--- src/rtl/coinc_pkg.sv ---
// rtl/coinc_pkg.sv - shared constants and FSM state type for the SAD match scorer
package coinc_pkg;
   localparam int SUMW           = 24;
   localparam int PHW            = 15;
   localparam int NSAMP_DEFAULT  = 8192;
   localparam int NPHASE_DEFAULT = 1501;
   localparam int REF_OFFSET     = 8192;
   localparam int SUM_BASE       = 16384;

   typedef enum logic [1:0] {
      IDLE  = 2'd0,
      ACCUM = 2'd1,
      EVAL  = 2'd2
   } state_e;
endpackage

--- src/rtl/sat_accum.sv ---
// rtl/sat_accum.sv - saturating SUMW adder with clear and overflow flag
module sat_accum #(
   parameter int SUMW = 24,
   parameter int DW   = 16
) (
   input  logic            clr,
   input  logic [SUMW-1:0] base,
   input  logic [DW-1:0]   addend,
   output logic [SUMW-1:0] sum,
   output logic            ovf
);
   // one guard bit above the wider operand catches every carry out of SUMW
   localparam int XW = ((SUMW > DW) ? SUMW : DW) + 1;

   logic [XW-1:0] ext;
   logic [XW-1:0] lim;

   always_comb begin
      ext = (clr ? '0 : XW'(base)) + XW'(addend);
      lim = XW'({SUMW{1'b1}});
      ovf = (ext > lim);
      sum = ovf ? {SUMW{1'b1}} : ext[SUMW-1:0];
   end
endmodule

--- src/rtl/sad_match_scorer.sv ---
// rtl/sad_match_scorer.sv - per-phase SAD accumulation, best-phase tracking and match decision
module sad_match_scorer #(
   parameter int DW     = 16,
   parameter int SUMW   = coinc_pkg::SUMW,
   parameter int PHW    = coinc_pkg::PHW,
   parameter int NSAMP  = coinc_pkg::NSAMP_DEFAULT,
   parameter int NPHASE = coinc_pkg::NPHASE_DEFAULT
) (
   input  logic            CLK,
   input  logic            RST,
   input  logic            START,
   input  logic            DIFF_VALID,
   input  logic [DW-1:0]   DIFF,
   input  logic            DIFF_LAST,
   input  logic [SUMW-1:0] THRESH,
   output logic            BUSY,
   output logic            SUM_VALID,
   output logic [SUMW-1:0] SUM_OUT,
   output logic [PHW-1:0]  SUM_PHASE,
   output logic [SUMW-1:0] BEST_SUM,
   output logic [PHW-1:0]  BEST_PHASE,
   output logic            DONE,
   output logic            MATCH,
   output logic            ERR
);
   import coinc_pkg::*;

   localparam int SCW = (NSAMP > 1) ? $clog2(NSAMP) : 1;
   localparam logic [SCW-1:0] SAMP_LAST  = SCW'(NSAMP - 1);
   localparam logic [PHW-1:0] PHASE_LAST = PHW'(NPHASE - 1);

   state_e          state;
   logic [SUMW-1:0] acc;
   logic [SCW-1:0]  samp_cnt;
   logic [PHW-1:0]  phase;
   logic [SUMW-1:0] thresh_q;
   logic [SUMW-1:0] add_sum;
   logic            add_ovf;

   // the same adder result serves both the running total and the final phase sum
   sat_accum #(.SUMW(SUMW), .DW(DW)) u_sat_accum (
      .clr    (state != ACCUM),
      .base   (acc),
      .addend (DIFF),
      .sum    (add_sum),
      .ovf    (add_ovf)
   );

   always_ff @(posedge CLK) begin
      if (RST) begin
         state      <= IDLE;
         acc        <= '0;
         samp_cnt   <= '0;
         phase      <= '0;
         thresh_q   <= '0;
         BUSY       <= 1'b0;
         SUM_VALID  <= 1'b0;
         SUM_OUT    <= '0;
         SUM_PHASE  <= '0;
         BEST_SUM   <= '1;
         BEST_PHASE <= '0;
         DONE       <= 1'b0;
         MATCH      <= 1'b0;
         ERR        <= 1'b0;
      end else begin
         SUM_VALID <= 1'b0;
         DONE      <= 1'b0;
         case (state)
            IDLE: begin
               if (START) begin
                  state      <= ACCUM;
                  acc        <= '0;
                  samp_cnt   <= '0;
                  phase      <= '0;
                  thresh_q   <= THRESH;
                  BUSY       <= 1'b1;
                  BEST_SUM   <= '1;
                  BEST_PHASE <= '0;
                  MATCH      <= 1'b0;
                  ERR        <= 1'b0;
               end
            end
            ACCUM: begin
               if (DIFF_VALID) begin
                  if (add_ovf) ERR <= 1'b1;
                  if (DIFF_LAST) begin
                     SUM_VALID <= 1'b1;
                     SUM_OUT   <= add_sum;
                     SUM_PHASE <= phase;
                     // strict compare so a tie keeps the earlier phase
                     if (add_sum < BEST_SUM) begin
                        BEST_SUM   <= add_sum;
                        BEST_PHASE <= phase;
                     end
                     if (samp_cnt != SAMP_LAST) ERR <= 1'b1;
                     acc      <= '0;
                     samp_cnt <= '0;
                     phase    <= phase + 1'b1;
                     if (phase == PHASE_LAST) state <= EVAL;
                  end else begin
                     acc <= add_sum;
                     // overrun: keep accumulating but hold the counter at its last value
                     if (samp_cnt == SAMP_LAST) ERR <= 1'b1;
                     else samp_cnt <= samp_cnt + 1'b1;
                  end
               end
            end
            EVAL: begin
               if (DIFF_VALID) ERR <= 1'b1;
               DONE  <= 1'b1;
               MATCH <= (BEST_SUM < thresh_q);
               BUSY  <= 1'b0;
               state <= IDLE;
            end
            default: state <= IDLE;
         endcase
      end
   end
endmodule

--- config.mk ---
export PLATFORM = sky130hd
export DESIGN_NAME = sad_match_scorer
export DESIGN_NICKNAME = d
export VERILOG_FILES = /design/src/rtl/coinc_pkg.sv /design/src/rtl/sat_accum.sv /design/src/rtl/sad_match_scorer.sv
export SDC_FILE = /design/constraint.sdc
export NUM_CORES = 1
export LEC_CHECK = 0
export CORE_ASPECT_RATIO = 2
export CORE_UTILIZATION = 56
export DETAILED_ROUTE_END_ITERATION = 12
export GPL_ROUTABILITY_DRIVEN = 1
export PLACE_DENSITY = 0.81
export SLEW_MARGIN = 20
export SYNTH_ARGS = -nofsm -noshare
export SYNTH_HDL_FRONTEND = slang
export SYNTH_SLANG_ARGS = --single-unit
--- constraint.sdc ---
create_clock -name CLK -period 7.6 [get_ports CLK]
set_input_delay 1.14 -clock CLK [delete_from_list [all_inputs] [get_ports CLK]]
set_output_delay 1.14 -clock CLK [all_outputs]
set_load 0.05 [all_outputs]
# Word level (Yosys, flattened, before mapping)
# Index checks and enable logic that the tools add are counted.
# totals
ff_bits,161
out_inout_bits,83
in_bits,45
# op_classes
reduce_logical,14
addsub,3
magnitude_cmp,3
n_mux,42
bitwise,2
eq_ne,13
# ops
cell,count
24-bit two-way mux,9
24-bit one-hot mux with 2 select lines,2
15-bit two-way mux,6
15-bit one-hot mux with 2 select lines,2
13-bit two-way mux,4
24-bit < comparator,2
13-bit one-hot mux with 2 select lines,1
25-bit by 16-bit adder with 25-bit output,1
"25-bit by 24-bit greater-than comparator with 1-bit output, second input constant",1
4-bit AND reduction,4
"15-bit by 1-bit adder with 15-bit output, second input constant",1
"15-bit by 11-bit == test with 1-bit output, second input constant",1
"13-bit by 1-bit adder with 13-bit output, second input constant",1
"13-bit == test, second input constant",1
"13-bit inequality test, second input constant",1
"2-bit inequality test, second input constant",6
1-bit two-way mux,10
2-bit two-way mux,4
3-bit AND reduction,2
5-bit AND reduction,1
1-bit one-hot mux with 2 select lines,2
2-bit one-hot mux with 2 select lines,1
2-bit AND reduction,2
2-bit nonzero test,2
9 further kinds,10

# Logic depth before layout (Yosys ltp)
# depth
ltp_word,10
mapped_depth,27

# Hierarchy
# From an unflattened synthesis, not the netlist that was laid out.
# hier_totals
cells_unflattened,1052
area_unflattened_um2,8679.6
# by_module_without_submodules
module,cells_per_inst,instances,area_per_inst_um2
sad_match_scorer,873,1,7323.3
sat_accum,179,1,1356.3

# Worst setup path after synthesis
# OpenSTA, ideal clock, no wires.
# synth_path
kind,register to register
from,register state[1]
to,register BEST_SUM[18]
slack_ns,2.245
synth_period_minus_slack_ns,5.355
stages_incl_launch_ff,27
n_path_buf,5
setup_ns,0.143
t_arrival_ns,5.212
path_cell_list,dfxtp_1 inv_1 ha_1 buf_2 clkbuf_1 clkbuf_1 clkbuf_1 and2_1 ha_1 inv_1 fa_1 nand2b_1 a211oi_2 o21a_2 o21a_1 nand2_1 o221ai_1 inv_1 ha_1 o21ai_1 nor2_1 o311ai_1 and3_1 nand4_1 nor2_4 buf_2 a221oi_1
# synth_between
word_cells_on_any_way,18
cone_classes,add/sub: 1; order compare: 2; eq/ne: 6; mux: 6; reduce/logical: 3
# synth_lines
element,line_no,rtl
"start, declared",sad_match_scorer.sv:32,state_e state;
"start signal, assigned",sad_match_scorer.sv:51,state <= IDLE;
"start signal, assigned",sad_match_scorer.sv:71,state <= ACCUM;
"start signal, assigned",sad_match_scorer.sv:99,if (phase == PHASE_LAST) state <= EVAL;
2-bit by 1-bit inequality test with 1-bit output (*),sad_match_scorer.sv:42,".clr (state != ACCUM),"
24-bit two-way mux (*),sat_accum.sv:19,ext = (clr ? '0 : XW'(base)) + XW'(addend);
25-bit by 16-bit adder with 25-bit output (*),sat_accum.sv:19,
25-bit by 24-bit greater-than comparator with 1-bit output,sat_accum.sv:21,ovf = (ext > lim);
24-bit two-way mux (*),sat_accum.sv:22,sum = ovf ? {SUMW{1'b1}} : ext[SUMW-1:0];
named net add_sum[20],sad_match_scorer.sv:37,logic [SUMW-1:0] add_sum;
24-bit < comparator (*),sad_match_scorer.sv:91,if (add_sum < BEST_SUM) begin
2-bit inequality test (no line) (*),--,
5-bit AND reduction (no line) (*),--,
"end signal, assigned",sad_match_scorer.sv:92,BEST_SUM <= add_sum;
"end, declared",sad_match_scorer.sv:20,"output logic [SUMW-1:0] BEST_SUM,"
# The timed path passes the listed nets; every way through them passes the cells marked *. The select of a mux whose other input is x is not followed.
# A chain may end at the register's enable or synchronous reset.

# Final worst setup path
# layout_path
from,register state[1]
to,register BEST_SUM[14]
# Same word-level chain as after synthesis.

==> summary.txt <==
Pwr
  – Leakage: 4.443 nW
  – P_int: 1.746 mW
  – Flop pwr share: between 30% and 40%
  – Switching power: between 1 and 1.5 mW
  – Switch share: 38.40%
  – Comb power frac: 33.3%
  – Worst vdd ir: roughly 0.00019 V
  – Clock network fraction of design power: 31.5%
  – P per Cell Area: 253.0 nW/um^2

STA
  – Clock skew: 0.01536 ns
  – Final Max Slew Viols: 0
  – Slew headroom: 28.96%
  – Tmin final: 6.215 ns
  – Setup violators final: 0
  – Least-Margin Pin Slew: 1.063 ns
  – Final hold viol count: 0
  – Setup TNS: 0 ns
  – Unrepaired setup endpoints after global routing: false
  – Fmax: about 0.16 GHz
  – Period utilization: 81.77%

Final layout
  – Fin util: 68.84%
  – Fill count: 1340
  – Post-layout instance area: 11200 um^2
  – Antenna Cells: 0
  – Nets: between 1000 and 1500
  – P&R area growth vs syn: 20.51%
  – Area occupied by registers: 3223 um^2
  – Fraction of layout cells with a size suffix above 1: 5.823%
  – Area of the multi-input gates: 5473 um^2

Flow run
  – Max-cap violations: 0

Hold path
  – Hold path endpoint: acc[15]
  – Worst Min Path Start: acc[15]
  – Cell depth of the worst hold path: 2
  – Min-delay worst type: flip-flop to flip-flop

Placement
  – Gpl congestion: ~0.97
  – Cell Area, Placed: roughly 11000 um^2
  – Final HPWL DP: 19520 um
  – Buffers on Ports: 127

Logic synthesis
  – Synthesis warning total: 0
  – Number of synthesized flops with an enable pin: 0
  – Synth top area cells: dfxtp_1 35%, ha_1 9.6%, nand2_1 6.6%
  – Synth top area share: 34.68%
  – Simple-gate share of the synthesized area: 23.51%
  – Post-Syn Area: 9293 um^2
  – Mapped Cells: 1193
  – Synth Area per Inst: 7.789 um^2
  – Prevailing post-synth register cell: dfxtp_1
  – Post-synth top area cell: dfxtp_1
  – FF+latch count, synth: between 150 and 200
  – Adder-cell share of the synthesized area: 9.775%
  – Syn Nets: 1310
  – Ys async rst share: 0%
  – Compound-Gate Fraction of Synth Area: 22.46%
  – Xor/xnor cell area share of the yosys netlist: 2.356%
  – Main combinational cell family by area after synthesis: simple AND/OR/NAND/NOR gates
  – Mux share of post-synthesis cell area: less than 1%
  – Sequential-to-total area share from yosys stat: 34.68%
  – Unique cell type count in the Yosys netlist: 72
  – Most common cell in the netlist: nand2_1
  – Commonest cells post-synth: 163 x nand2_1, 161 x dfxtp_1, 97 x a21oi_1

Floorplan
  – Io pins: roughly 130
  – Number of cell rows: 66
  – Die area: roughly 17000 um^2
  – Starting Density: 57.12%
  – Core Region: between 15000 and 20000 um^2
  – DIE WIDTH: 93.09 um
  – DIE HEIGHT: 184.2 um

Global route
  – GRT Total Usage: 32.73%
  – Global-route wire length before repair: 44130 um
  – Largest net degree at the start of global routing: 81
  – Number of global-route vias before repair: 9119
  – Total gr overflow: 0
  – Initial antenna violation count: 0

Clocking
  – Post-CTS Setup Bufs: 0
  – Hold buffer count at CTS: 0
  – Number of buffers created by CTS: 17
  – Clk_lat worst skew: 0.44 ns
  – CTS Buffer Depth: 2
  – CTS Sinks: 161
  – Root Driver: clkbuf_16
  – Post_cts resized: 0
  – CTS tree: yes
  – Reg clk slew, reported paths: 0.06 ns
  – CTS H-Tree Depth: 4

Worst setup path
  – Critical path buffers and inverters: 3
  – WP data arrival: 6.49 ns
  – Reg2reg setup slack: 1.39 ns
  – Worst path top cell family by delay: compound AO/OA/AOI/OAI gates
  – R2R cell count: 20
  – RR Endpoint: BEST_SUM[14]
  – Worst path max stage delay: 0.76 ns
  – Peak fanout along the critical path: 35
  – Critical Path Sink Type: flip-flop
  – Critical path class: flip-flop to flip-flop
  – Critical-path cell list: inv_1, ha_2, and2_1, ha_1, inv_1, fa_1, nand2b_1, a211oi_2, o21a_2, o21ai_1, o311ai_1, inv_1, ha_1, nand4_1, nor2_1, o311ai_0, a31oi_1, nand2_1, o21ai_0, a21oi_1
  – CP max-delay cell: o311ai_1
  – Critical path launch point type: flip-flop
  – CP dominant cell by count: inv_1
  – Worst r2r src: state[1]
  – Crit path required time: 7.88 ns

Detailed routing
  – Drt first pass iters: 7
  – Antenna viol nets, final: 0
  – Vias per Instance: between 6 and 7
  – Initial DRC Count: 887
  – Via Count: between 9000 and 10000
  – DR WL/cell: 18.30 um
  – Post-route DRC: 0
  – Drt total wl: 27300 um

Outcome
  – Status: completed
-- state kept, by name, summed over array words and instances, names as in the netlist --
name / count
DONE: 1
BEST_SUM: 24
SUM_OUT: 24
ERR: 1
MATCH: 1
acc: 24
thresh_q: 24
SUM_PHASE: 15
state: 2
SUM_VALID: 1
BUSY: 1
BEST_PHASE: 15
phase: 15
samp_cnt: 13
-- worst max-delay path by stage --
stage / slack [ns] / cells after the start / from / end
6_report: 1.39 / 20 / state[1] / BEST_SUM[14]
3_5_place_dp: 1.27 / 18 / DIFF[0] / BEST_SUM[22]
3_3_place_gp: 1.37 / 18 / DIFF[0] / BEST_SUM[22]
4_1_cts: 1.50 / 20 / state[1] / BEST_PHASE[6]
5_1_grt: 0.94 / 20 / state[1] / BEST_SUM[5]
2_1_floorplan: 2.25 / 26 / state[1] / BEST_SUM[18]
-- layout by cell type (no fill, tap or decap), drive strengths merged, types with 8 or more instances in the layout --
cell type | synthesis | final
nand3 | 44 | 44
nand4 | 21 | 21
nor2b | 10 | 10
clkbuf | 53 | 22
inv | 77 | 78
o21ai | 67 | 67
or3 | 13 | 13
and2 | 20 | 20
ha | 71 | 71
and3 | 17 | 17
a22oi | 13 | 13
clkdlybuf4s50 | 0 | 126
a211oi | 16 | 16
a21oi | 100 | 100
dfxtp | 161 | 161
nor3 | 62 | 62
a31o | 14 | 14
o32ai | 8 | 8
a211o | 18 | 18
xor2 | 22 | 22
nand2 | 163 | 163
o32a | 13 | 13
nor2 | 91 | 91
buf | 21 | 12
a31oi | 11 | 11
a21o | 9 | 9
-- logic make-up (layout without fill, tap and decap cells) --
logic type,after synthesis,count (layout)
AND/OR/NAND/NOR,463,463
AO/OA/AOI/OAI,313,313
flip-flops,161,161
buffers and inverters,152,247
adder cells (fa/ha/maj),72,72
XOR/XNOR,25,25
multiplexers,7,7
-- worst reg2reg max path, cell delays in order (launching register included) --
cell      delay, ns
dfxtp_1        0.34
inv_1          0.12
ha_2           0.64
and2_1         0.27
ha_1           0.23
inv_1          0.07
fa_1           0.39
nand2b_1       0.19
a211oi_2       0.35
o21a_2         0.27
o21ai_1        0.13
o311ai_1       0.76
inv_1          0.10
ha_1           0.33
nand4_1        0.14
nor2_1         0.18
o311ai_0       0.21
a31oi_1        0.24
nand2_1        0.65
o21ai_0        0.40
a21oi_1        0.07
-- power by group through the flow --
stage          logic (mW)  registers, mW  clock network (mW)
6_report            0.943          0.998               0.893
3_5_place_dp        0.928           1.01                   0
2_1_floorplan       0.517           1.13                   0
4_1_cts             0.936          0.996               0.897
5_1_grt              1.02           1.01               0.930
3_3_place_gp        0.910           1.01                   0
-- metrics by stage --
stage | std cells | hold slack, ns | total power, mW | setup WS [ns]
finish | 1492 | 0.4473 | 2.834 | 1.385
detailed placement | 1461 | 0.4361 | 1.941 | 1.273
CTS | 1492 | 0.4503 | 2.828 | 1.503
global route | 1492 | 0.4723 | 2.956 | 0.9402
global placement | 1461 | 0.4311 | 1.921 | 1.368
floorplan | 1193 | 0.4167 | 1.645 | 2.245
-- cell type report --
type | instances | area share (%)
Multi-Input combinational cell | 880 | 48.87
Clock inverter | 9 | 1.151
Clock buffer | 22 | 4.235
Tap cell | 204 | 2.279
Inverter | 78 | 2.615
Sequential cell | 161 | 28.78
Timing Repair Buffer | 138 | 12.07
-- metal layers --
metal  wire (um)  part of all wire (%)  track usage (%)
met1        9913                    36            34.71
met2       13710                    50            57.38
met3        1864                   6.8            6.064
met4        1816                   6.7            22.71
met5           0                     0                0
Note: power is estimated with default switching activity, not from simulation.
